### config.mk
export PLATFORM = sky130hd
export DESIGN_NAME = lcd_rgb565_out
export DESIGN_NICKNAME = d
export VERILOG_FILES = /design/src/rtl/lcd_rgb565_out.sv
export SDC_FILE = /design/constraint.sdc
export NUM_CORES = 1
export LEC_CHECK = 0
export ABC_AREA = 1
export CORE_UTILIZATION = 55
export DETAILED_ROUTE_END_ITERATION = 10
export PLACE_DENSITY = 0.88
export SYNTH_ARGS = -nofsm -noshare
export SYNTH_HDL_FRONTEND = slang
export SYNTH_SLANG_ARGS = --single-unit
### constraint.sdc
create_clock -name vga_clk -period 6.9 [get_ports vga_clk]
set_clock_uncertainty 0.2 [all_clocks]
set_input_delay 1.38 -clock vga_clk [delete_from_list [all_inputs] [get_ports vga_clk]]
set_output_delay 1.38 -clock vga_clk [all_outputs]
set_load 0.02 [all_outputs]
### src/rtl/lcd_rgb565_out.sv
// lcd_rgb565_out: reduces 24-bit generator RGB to RGB565 (optional 4x4 Bayer dither),
// delays DE/HS/VS to stay aligned, and measures line/frame geometry with sticky errors.
module lcd_rgb565_out #(
  parameter int unsigned PIX_W     = 480,
  parameter int unsigned PIX_H     = 272,
  parameter bit          DITHER_EN = 1'b1,
  parameter logic        VS_ACT    = 1'b0
) (
  input  logic        vga_clk,
  input  logic        rst,
  input  logic        in_de,
  input  logic        in_hs,
  input  logic        in_vs,
  input  logic [23:0] in_rgb,
  input  logic        err_clr,
  output logic        out_de,
  output logic        out_hs,
  output logic        out_vs,
  output logic [15:0] out_rgb,
  output logic [11:0] line_px,
  output logic [11:0] frame_ln,
  output logic [15:0] frame_cnt,
  output logic        err_line,
  output logic        err_frame
);

  localparam int unsigned CW = 12;
  localparam int unsigned SW = 9;
  localparam int unsigned FW = 16;
  localparam int unsigned RW = 6;
  localparam int unsigned GW = 7;
  localparam logic [CW-1:0] CMAX = {CW{1'b1}};

  logic [CW-1:0] pcnt;
  logic [CW-1:0] lcnt;
  logic          de_d;
  logic          vs_d;
  logic          seen_fs;

  logic          line_end_c;
  logic          frame_start_c;
  logic [CW-1:0] lines_c;
  logic [3:0]    dith_c;
  logic [SW-1:0] r_sum_c;
  logic [SW-1:0] g_sum_c;
  logic [SW-1:0] b_sum_c;

  logic [RW-1:0] r_q;
  logic [GW-1:0] g_q;
  logic [RW-1:0] b_q;
  logic          de_q;
  logic          hs_q;
  logic          vs_q;

  // 4x4 ordered-dither threshold, row = line index, column = pixel index
  function automatic logic [3:0] bayer(input logic [1:0] y, input logic [1:0] x);
    logic [3:0] v;
    v = 4'd0;
    case ({y, x})
      4'h0: v = 4'd0;
      4'h1: v = 4'd8;
      4'h2: v = 4'd2;
      4'h3: v = 4'd10;
      4'h4: v = 4'd12;
      4'h5: v = 4'd4;
      4'h6: v = 4'd14;
      4'h7: v = 4'd6;
      4'h8: v = 4'd3;
      4'h9: v = 4'd11;
      4'hA: v = 4'd1;
      4'hB: v = 4'd9;
      4'hC: v = 4'd15;
      4'hD: v = 4'd7;
      4'hE: v = 4'd13;
      4'hF: v = 4'd5;
      default: v = 4'd0;
    endcase
    return v;
  endfunction

  // Event detection, line count including a line ending this cycle, dithered sums
  always_comb begin
    line_end_c    = de_d && !in_de;
    frame_start_c = (vs_d != VS_ACT) && (in_vs == VS_ACT);
    lines_c       = lcnt;
    if (line_end_c && (lcnt != CMAX)) begin
      lines_c = lcnt + CW'(1);
    end
    dith_c  = DITHER_EN ? bayer(lcnt[1:0], pcnt[1:0]) : 4'd0;
    r_sum_c = SW'(in_rgb[23:16]) + SW'(dith_c >> 1);
    g_sum_c = SW'(in_rgb[15:8])  + SW'(dith_c >> 2);
    b_sum_c = SW'(in_rgb[7:0])   + SW'(dith_c >> 1);
  end

  // Two-stage pixel pipeline: stage 1 holds the shifted sums, stage 2 saturates and gates
  always_ff @(posedge vga_clk or posedge rst) begin
    if (rst) begin
      r_q     <= '0;
      g_q     <= '0;
      b_q     <= '0;
      de_q    <= 1'b0;
      hs_q    <= 1'b1;
      vs_q    <= 1'b1;
      out_de  <= 1'b0;
      out_hs  <= 1'b1;
      out_vs  <= 1'b1;
      out_rgb <= '0;
    end else begin
      r_q     <= RW'(r_sum_c >> 3);
      g_q     <= GW'(g_sum_c >> 2);
      b_q     <= RW'(b_sum_c >> 3);
      de_q    <= in_de;
      hs_q    <= in_hs;
      vs_q    <= in_vs;
      out_de  <= de_q;
      out_hs  <= hs_q;
      out_vs  <= vs_q;
      out_rgb <= de_q ? {(r_q[5] ? 5'h1F : r_q[4:0]),
                         (g_q[6] ? 6'h3F : g_q[5:0]),
                         (b_q[5] ? 5'h1F : b_q[4:0])} : 16'h0000;
    end
  end

  // Geometry measurement; the first frame start after reset only aligns the line count
  always_ff @(posedge vga_clk or posedge rst) begin
    if (rst) begin
      de_d      <= 1'b0;
      vs_d      <= 1'b1;
      seen_fs   <= 1'b0;
      pcnt      <= '0;
      lcnt      <= '0;
      line_px   <= '0;
      frame_ln  <= '0;
      frame_cnt <= '0;
      err_line  <= 1'b0;
      err_frame <= 1'b0;
    end else begin
      de_d <= in_de;
      vs_d <= in_vs;

      if (in_de) begin
        pcnt <= (pcnt == CMAX) ? CMAX : pcnt + CW'(1);
      end else begin
        pcnt <= '0;
      end

      if (line_end_c) begin
        line_px <= pcnt;
      end

      if (frame_start_c) begin
        lcnt    <= '0;
        seen_fs <= 1'b1;
        if (seen_fs) begin
          frame_ln  <= lines_c;
          frame_cnt <= frame_cnt + FW'(1);
        end
      end else begin
        lcnt <= lines_c;
      end

      // A new error wins over a clear arriving in the same cycle
      if (line_end_c && (pcnt != CW'(PIX_W))) begin
        err_line <= 1'b1;
      end else if (err_clr) begin
        err_line <= 1'b0;
      end

      if (frame_start_c && seen_fs && (lines_c != CW'(PIX_H))) begin
        err_frame <= 1'b1;
      end else if (err_clr) begin
        err_frame <= 1'b0;
      end
    end
  end

endmodule
==> Yosys cells after proc, flatten, opt, wreduce, memory -nomap -nowiden <==
Memories as Yosys holds them, arrays and structs flattened.
Cells that the tools add are included.
{ "totals": {"ram_bits": 0, "rom_bits": 64, "mem_count": 1, "latchBits": 0, "out_inout_bits": 61, "wordCells": 51, "in_bits": 30, "register_bits": 108} }
{ "op_classes": {"mul": 0, "reduce_logical": 10, "n_addsub": 6, "shift": 0, "mux": 11, "order_cmp": 0, "div_mod_pow": 0, "eq_ne": 4, "bitwise": 1} }
{ "memory_table": {"columns": ["name", "words", "width", "rd", "rd_ports_with_merged_regs", "wr", "line", "source"], "rows": [
  ["(name not given)", 16, 4, 1, 0, 0, "59", "case ({y, x})"]
]} }
{ "ops": {"columns": ["operator", "n"], "rows": [
  ["$mux 12", 4],
  ["$add 12x1->12 const B", 2],
  ["$ne 12x9->1 const B", 2],
  ["$add 8x3->9", 2],
  ["$add 16x1->16 const B", 1],
  ["$mux 16", 1],
  ["$eq 12x12->1 const B", 1],
  ["$ne 12x12->1 const B", 1],
  ["$mux 5", 2],
  ["$add 8x2->9", 1],
  ["$logic_and 1x1->1", 6],
  ["$mux 6", 1],
  ["$reduce_bool 2->1", 2],
  ["$mux 1", 3],
  ["$reduce_and 2->1", 1],
  ["$logic_not 1->1", 1],
  ["$not 1->1", 1]
]} }

==> Logic depth before layout (Yosys ltp) <==
Gate-level depths: netlist of run 1.
{ "logic_depth": {"depth_word": 7, "mapped_depth": 13, "depth_no_buf": 13} }

==> Worst setup path before layout of run 1 <==
No wires, ideal clock.
{ "synth_timing": {"path_kind": "input port to flip-flop", "from": "input port in_rgb[9]", "to": "register g_q[5]", "setup_time_ps": 125, "arrival_time_ps": 2415, "path_slack_ps": 4161, "path_stages": 6, "path_cell_list": "ha_1 > a31o_2 > and2_1 > and3_1 > nand3_1 > xor2_1"} }
{ "synth_between": {"elab_chain_cells": 1} }
{ "synth_rtl": {"columns": ["item", "line", "source"], "rows": [
  ["from (decl)", "14", "input logic [23:0] in_rgb,"],
  ["$add 8x2->9", "91", "g_sum_c = SW'(in_rgb[15:8]) + SW'(dith_c >> 2);"],
  ["net g_sum_c[7]", "45", "logic [SW-1:0] g_sum_c;"],
  ["to (signal assigned)", "110", "g_q <= GW'(g_sum_c >> 2);"],
  ["to (decl)", "49", "logic [GW-1:0] g_q;"]
]} }
The timed path passes the listed nets, and every way through them passes these cells.
A chain may end at the register's enable or synchronous reset.

==> Worst setup path in the final report of run 1 <==
{ "layout_timing": {"from": "input port in_vs", "to": "register frame_cnt[13]"} }
{ "layout_between": {"elab_chain_cells": 3} }
{ "layout_rtl": {"columns": ["item", "line", "source"], "rows": [
  ["from (decl)", "13", "input logic in_vs,"],
  ["$not 1->1", "84", "frame_start_c = (vs_d != VS_ACT) && (in_vs == VS_ACT);"],
  ["$logic_and 1x1->1", "84", null],
  ["$reduce_and 2->1 (no source line)", null, null],
  ["to (signal assigned)", "156", "frame_cnt <= frame_cnt + FW'(1);"],
  ["to (decl)", "22", "output logic [15:0] frame_cnt,"]
]} }
Every way passes these cells.

==> results, run 1 <==
- The data arrival at the endpoint of the critical path is 3500 ps.
- The first global-routing pass estimated 16200 um of wire.
- STA classifies the critical path endpoint as a flip-flop.
- The pin slew with the least headroom to its limit is 743 ps.
- Cells with a size suffix above 1 make up 9.70% of the layout.
- The final hold violation count is 0.
- Setup repair after global routing left no endpoint under its margin.
- The number of buffers and inverters on the critical path is 1.
- The peak fanout along the critical path is 28.
- After detailed routing, the average wire length per cell comes to 13.6 um.
- The area of all sequential standard cells is 2710 um2.
- The power density of the placed cells is 223 nW/um2.
- The clock input transition at the sequential cells of the worst setup and hold paths is 100 ps.
- The worst-case IR drop observed on VDD is 0.000118 V.
- The net count after synthesis is 548.
- The violation count after the first detailed-route iteration is 153.
- The number of nets in the layout is 642.
- The area growth from synthesis to layout is 25.1%.
- The filler cell count is 623.
- The area of the core is 8300 um2.
- The I/O pin count is 91.
- Of the post-synthesis cell area, the dominant cell type holds 54.5%.
- By area the synthesized netlist is led by sky130_fd_sc_hd__dfrtp_1 (55%), sky130_fd_sc_hd__nand2_1 (8.1%), sky130_fd_sc_hd__nor2_1 (6.0%).
- The largest net degree at the start of global routing is 62.
- The count of inserted antenna diode cells is 0.
- The total overflow left after global routing is 0.
- The worst setup slack after placement is 3090 ps.
- The wire length reported by the detailed router is 9710 um.
- After detailed placement, the total cell area comes to 5780 um2.
- The count of warnings emitted by yosys is 0.
- The worst hold path belongs to the class flip-flop to flip-flop.
- In this run the number of H-tree levels came out at 3.
- The cell count of the worst reg-to-reg path is 8.
- The number of maximum-capacitance violations is 0.
- The cell with the most instances after synthesis is sky130_fd_sc_hd__dfrtp_1.
- The switching power of the nets is 0.000377 W.
- Across all layers, the routed design uses 3618 vias.
- Clock latency on the worst-skew pair, taken at its later pin, is 360 ps.
- Counting flops and latches in the post-synthesis netlist gives 108.
- Detailed placement ended at an HPWL of 7200 um.
- The type of the worst setup path is primary input to flip-flop.
- The overall routing resource usage is 23.3%.
- The die area is 9060 um2.
- The root cell of the clock tree is sky130_fd_sc_hd__clkbuf_8.
- No sink is reached through more buffers than the 2 on the longest clock path.
- The height of the die is 95.2 um.
- The number of vias per cell is 5.07.
- The finished layout holds 713 standard cells, fillers aside.
- In this run the post-CTS setup repair buffer count came out at 0.
- The count of flip-flops with a built-in enable after synthesis is 0.
- For this design, the slowest cell found on the critical path is sky130_fd_sc_hd__clkdlybuf4s50_1.
- Buffers inserted during clock tree synthesis total 9.
- The sequential power share is 53.8%.
- The maximum achievable frequency is 0.290 GHz.
- The most used flip-flop cell after synthesis is sky130_fd_sc_hd__dfrtp_1.
- The leakage power is 2.77 nW.
- The initial antenna violation count is 0.
- The relative contribution of the clock network to total power is 28.2%.
- Input and output buffers added on the ports amount to 90.
- The tree built by TritonCTS fans out to 108 sinks.
- STA classifies the critical path startpoint as a primary input.
- After clock tree synthesis, the flow added hold-fix buffers numbering 0.
- The final critical-path share of the clock period is 49.9%.
- The antenna violation net count after detailed routing is 0.
- Ranked by instance count, the synthesized netlist is headed by sky130_fd_sc_hd__dfrtp_1 (104), sky130_fd_sc_hd__nand2_1 (103), sky130_fd_sc_hd__nor2_1 (76), sky130_fd_sc_hd__inv_1 (47).
- The worst setup margin is 3460 ps.
- The required time of the worst setup path is 6960 ps.
- The worst path in the final design needs a cycle of 3440 ps, including I/O delays and setup.
- The number of max-slew violations in the final report is 0.
- The DRC violation count after routing is 0.
- The iteration count of the initial detailed-routing pass is 4.
- The worst pin sits at a relative slew slack of 50.5%.
- Traced cell by cell, the critical path runs through clkdlybuf4s50_1 > nor2_4 > nand2_2 > nor3_1 > nand2_1 > nor2_1 > nand4_1 > xnor2_1.
- The count of cells along the worst hold path is 0.
- The number of global-route vias before repair is 3638.
- Of all flip-flops after synthesis, the portion carrying an async set or reset was 100%.
- The critical path crosses 8 cells after its start point.
- The number of rows created at floorplan is 33.
- The number of gates resized after CTS was 0.
- The number of placed instances, taps included, is 697.
- Internal power comes to 0.000957 W.
- The share of synthesized area occupied by flip-flops and latches is 56.7%.
- Of the total power, combinational logic draws 18.0%.
- The cell area after layout is 5970 um2.
- The cell area that synthesis handed to floorplanning was 4770 um2.
- The global placer's final weighted congestion is 0.883.
- For flop-to-flop paths, the worst setup slack is 4380 ps.
- TritonCTS built the clock tree.
- Of all cell types, the one taking the most synthesized area is sky130_fd_sc_hd__dfrtp_1.
- The width of the chip is 95.2 um.
- The final setup violation count is 0.
- The run finished with clean final reports.
- For this run, the slowest stage of the critical path takes 460 ps.
- The synthesized instance count is 509.
- On the critical path the largest part of the delay comes from simple AND/OR/NAND/NOR gates.
- The switching share of total power is 28.2%.
- The effective utilization at floorplan is 57.5%.
- A synthesized cell averages 9.38 um2.
- In this run, distinct cell masters in the synthesized netlist total 36.
- Summing all multi-input logic gate instances after layout gives 1830 um2.
- The summed negative setup slack over all endpoints is 0 ps.
## flip-flops by register name (all words and copies together) (netlist names), 6 cells and up
register,count
b_q,6
frame_cnt,16
frame_ln,12
g_q,7
lcnt,12
line_px,12
out_rgb,16
pcnt,12
r_q,6
## logic make-up after synthesis
logic type,count (synthesis),synth area share (%)
flip-flops,108,56.7
buffers and inverters,60,4.88
AO/OA/AOI/OAI,48,5.45
XOR/XNOR,30,5.50
adder cells (fa/ha/maj),9,2.36
AND/OR/NAND/NOR,254,25.1
## worst paths after layout
kind / from / end
max in group asynchronous: rst / lcnt[2]
hold / removal: hs_q / out_hs
setup reg to reg: vs_d / frame_cnt[13]
setup / recovery: in_vs / frame_cnt[13]
min in group asynchronous: rst / frame_cnt[6]
hold reg to reg: hs_q / out_hs
## area by class of cell
class / instances / share of cell area [%]
sequential: 108 / 45.4
clock inverter: 6 / 1.07
timing repair buffer: 91 / 15.2
inverter: 52 / 3.31
tap: 105 / 2.20
multi-input combinational: 341 / 30.7
clock buffer: 10 / 2.14
## power groups by stage
stage	logic [W]	registers, W	clock network [W]
2_1_floorplan	0.0000926	0.000763	0
3_3_place_gp	0.000233	0.000728	0
3_5_place_dp	0.000242	0.000731	0
4_1_cts	0.000243	0.000719	0.000383
5_1_grt	0.000264	0.000725	0.000414
6_report	0.000240	0.000718	0.000376
## metal layers
layer | global-route usage (%) | up-vias | share of wire [%]
li1 | - | 1798 | -
met1 | 27.9 | 1708 | 44
met3 | 4.78 | 15 | 4.1
met5 | 0 | - | 0
met4 | 8.46 | 0 | 1.7
met2 | 41.4 | 97 | 51
## per-stage QoR
stage                     utilization, %  hold WS (ps)  power (W)
after floorplan                        -           145   0.000855
after global placement              69.6           147   0.000962
after detailed placement            69.6           154   0.000973
after CTS                           71.9           168    0.00134
after global routing                71.9           179    0.00140
final                               71.9           167    0.00133
## cell usage in the layout (no fill, tap or decap), types with 9 or more instances in the layout
cell type and instances:
sky130_fd_sc_hd__nand2_1 103, sky130_fd_sc_hd__clkbuf_8 9, sky130_fd_sc_hd__nand2_2 10, sky130_fd_sc_hd__inv_1 46, sky130_fd_sc_hd__ha_1 9, sky130_fd_sc_hd__xnor2_1 12
sky130_fd_sc_hd__nand4_1 10, sky130_fd_sc_hd__nor2_1 76, sky130_fd_sc_hd__dfrtp_1 104, sky130_fd_sc_hd__xor2_1 18, sky130_fd_sc_hd__nand3_1 24, sky130_fd_sc_hd__clkdlybuf4s50_1 90
sky130_fd_sc_hd__a21oi_1 16, sky130_fd_sc_hd__o21ai_0 24
## worst reg2reg max path, delay by kind of cell, from the launching register on
kind / cells / cell delay, ps
simple gates: 6 / 1460
flops: 1 / 540
xor+xnor: 1 / 150
buf+inv: 1 / 60
No activity file was read; power rests on OpenSTA's default activity.
==> inputs of run 2 (changes only) <==
- CORE_UTILIZATION: 55 -> 52
- PLACE_DENSITY: 0.88 -> 0.84
- clock period: 6.9 -> 3.4 ns (I/O delays scaled with it)
==> run 2 against run 1 <==
The flow now finishes with violations (DRC). Via count rose by 1.3%. Sequential power up 100%. Register-to-register slack lost 3400 ps. Wire length about the same. Hold slack better by 2.1 ps. Power is 100% higher. Largest cell class unchanged. Clock-buffer cell count is the same. Global-route usage down 1.3 points. Final area increased by 0.90%. Sequential cell count unchanged.
==> results, run 2 (synthesis results as in run 1) <==
- The flow ran to the end, but the final reports show violations.
- The checks that failed: DRC.
- The total number of vias is 3666.
- The initial antenna violation count is 0.
- Adding up every negative setup slack in the final design gives 0 ps.
- In this run the clock root is driven by a sky130_fd_sc_hd__clkbuf_8.
- The count of port buffers added during placement is 90.
- The finished layout holds 719 standard cells, fillers aside.
- The time the final worst path needs with I/O delays and setup is 2660 ps.
- Counting cells, the worst reg-to-reg path comes to 8.
- Setup violations remaining at the end of the flow were counted as 0.
- The stage delay of the slowest cell on the critical path is 470 ps.
- The nature of the critical path startpoint is a primary input.
- Setup repair after global routing left no endpoint under its margin.
- In this run the static leakage power is 2.79 nW.
- The nature of the critical path endpoint is a flip-flop.
- The height of the die is 97.8 um.
- The signal on the critical path passes through clkdlybuf4s50_1 > nor2_4 > nand2_2 > nor3_1 > nand2_1 > nor2_1 > nand4_1 > xnor2_1.
- For this run, design rule violations remaining after detail routing come to 18.
- Entering global routing, the biggest net connects 63 pins.
- The worst-case clock buffer depth is 2.
- After floorplanning, the core was sized to cover 8810 um2.
- Across all hold checks on the routed design, the worst slack comes to 169 ps.
- Once placement completed, the tool counted placed cells totaling 703.
- Of the total power, the share spent switching nets is 29.4%.
- The H-tree level count is 3.
- The maximum vdd drop is 0.000253 V.
- The count of cells along the worst hold path is 0.
- STA puts the critical path data required time at 3450 ps.
- In this run the post-CTS setup repair buffer count came out at 0.
- The iteration count of the initial detailed-routing pass is 8.
- Of the cells placed in the final design, the portion with a size suffix greater than 1 is 10.3%.
- The number of rows created at floorplan is 34.
- Combinational cells account for 18.3% of the total power.
- The number of clock sinks is 108.
- The library cells used most frequently in the layout, excluding fill and tap cells, are sky130_fd_sc_hd__dfrtp_1 (104), sky130_fd_sc_hd__nand2_1 (103), sky130_fd_sc_hd__clkdlybuf4s50_1 (90).
- The leftover overflow at the end of global routing is 0.
- The number of max-slew violations in the final report was 0.
- Among cell families on the critical path, the largest total delay comes from simple AND/OR/NAND/NOR gates.
- The wire-length estimate of the detail-placed layout is 7270 um.
- For this design the total switching power over the nets is 0.000794 W.
- The clock tree from TritonCTS is done.
- The library cell used most frequently in the layout, excluding fill and tap cells, is sky130_fd_sc_hd__dfrtp_1.
- The total CTS buffers is 9.
- Fill cells in the final layout number 680.
- The post-CTS resize count is 0.
- The power density of the placed cells is 449 nW/um2.
- At the worst endpoint, the arrival time is 2710 ps.
- The I/O pin count is 91.
- The effective utilization at floorplan is 54.2%.
- In the final design database the tool counted 645 nets.
- The depth of the critical timing path with buffers and inverters included is 8.
- The wire length of the first global-routing pass is 16800 um.
- The number of global-route vias before repair is 3664.
- The clock input transition at the sequential cells of the worst setup and hold paths is 110 ps.
- For this block, the routed nets add up to 9710 um of wire.
- Compared with the post-synthesis result, the final layout area differs by 26.2%.
- The internal power consumption is 0.00191 W.
- The peak fanout along the critical path is 14.
- The sequential power share is 53.9%.
- After layout, the design draws a total of 0.00270 W.
- The worst min-delay path class is flip-flop to flip-flop.
- The number of maximum-capacitance violations is 0.
- The antenna violation net count after detailed routing is 0.
- The pin slew with the least headroom to its limit is 396 ps.
- The cell with the largest stage delay on the worst path is sky130_fd_sc_hd__clkdlybuf4s50_1.
- The clock network burns 27.8% of the power.
- At the end of routability-driven placement, the weighted congestion stood at 0.840.
- Global routing used 22.0% of the available tracks.
- In the final layout, the registers with the most flip-flops are frame_cnt: 16 flops, out_rgb: 16 flops.
- The detail-routed net length per standard cell is 13.5 um.
- By startpoint and endpoint, the worst setup path is classified as primary input to flip-flop.
- In this run, the number of DRC markers left after iteration 0 of detailed routing was 172.
- The final hold violation count is 0.
- The final critical-path share of the clock period is 78.2%.
- The width of the chip is 97.8 um.
- The maximum achievable frequency is 0.376 GHz.
- The buffering stage count on the worst path with inverters included is 1.
- In the routed layout, each cell is associated on average with a via count of 5.10.
- After clock tree synthesis, the flow added hold-fix buffers numbering 0.
- Clock latency on the worst-skew pair, taken at its later pin, is 360 ps.
- The floorplan step defined a die boundary enclosing 9570 um2.
- The repair_antennas step left the layout with diodes totalling 0.
- The worst slew margin relative to its limit is 73.4%.
==> run 2: worst paths after layout <==
check	slack [ps]	end	start
min in group asynchronous	550	frame_cnt[14]	rst
max in group asynchronous	2110	out_vs	rst
worst min-delay path	170	out_hs	hs_q
worst max-delay path	740	frame_cnt[13]	in_vs
worst min register to register	170	out_hs	hs_q
worst max register to register	980	frame_cnt[13]	vs_d
==> run 2: routing by layer <==
| layer | GRT usage [%] | vias to the layer above | wire [um] |
|---|---|---|---|
| li1 | - | 1807 | - |
| met1 | 28.2 | 1767 | 4130 |
| met2 | 38.9 | 84 | 5030 |
| met3 | 4.29 | 8 | 471 |
| met4 | 5.13 | 0 | 74 |
| met5 | 0 | - | 0 |
==> run 2: cell type report <==
class	count	area (um2)	share of cell area, %
Sequential cell	108	2710	45.0
Multi-Input combinational cell	341	1830	30.4
Timing Repair Buffer	94	956	15.9
Inverter	52	199	3.30
Clock buffer	10	138	2.29
Tap cell	108	135	2.24
Clock inverter	6	55.1	0.914
==> run 2: worst reg2reg max path, cell delays in order, from the launching register on <==
cell and delay, ps:
sky130_fd_sc_hd__dfstp_2 550, sky130_fd_sc_hd__inv_1 60, sky130_fd_sc_hd__nor2_4 300, sky130_fd_sc_hd__nand2_2 220, sky130_fd_sc_hd__nor3_1 370, sky130_fd_sc_hd__nand2_1 100
sky130_fd_sc_hd__nor2_1 190, sky130_fd_sc_hd__nand4_1 170, sky130_fd_sc_hd__xnor2_1 160
==> run 2: power by group through the flow <==
stage               registers, W  clock network [W]  logic (W)
floorplan                0.00155                  0   0.000188
global placement         0.00148                  0   0.000482
detailed placement       0.00148                  0   0.000500
CTS                      0.00146           0.000770   0.000502
global route             0.00147           0.000827   0.000541
finish                   0.00146           0.000752   0.000496
==> run 2: metrics by stage <==
step	setup slack, ps	util [%]	instance area, um2
2_1_floorplan	1220	-	4780
3_3_place_gp	599	66.2	5830
3_5_place_dp	409	66.2	5830
4_1_cts	769	68.4	6020
5_1_grt	580	68.4	6020
6_report	742	68.4	6020
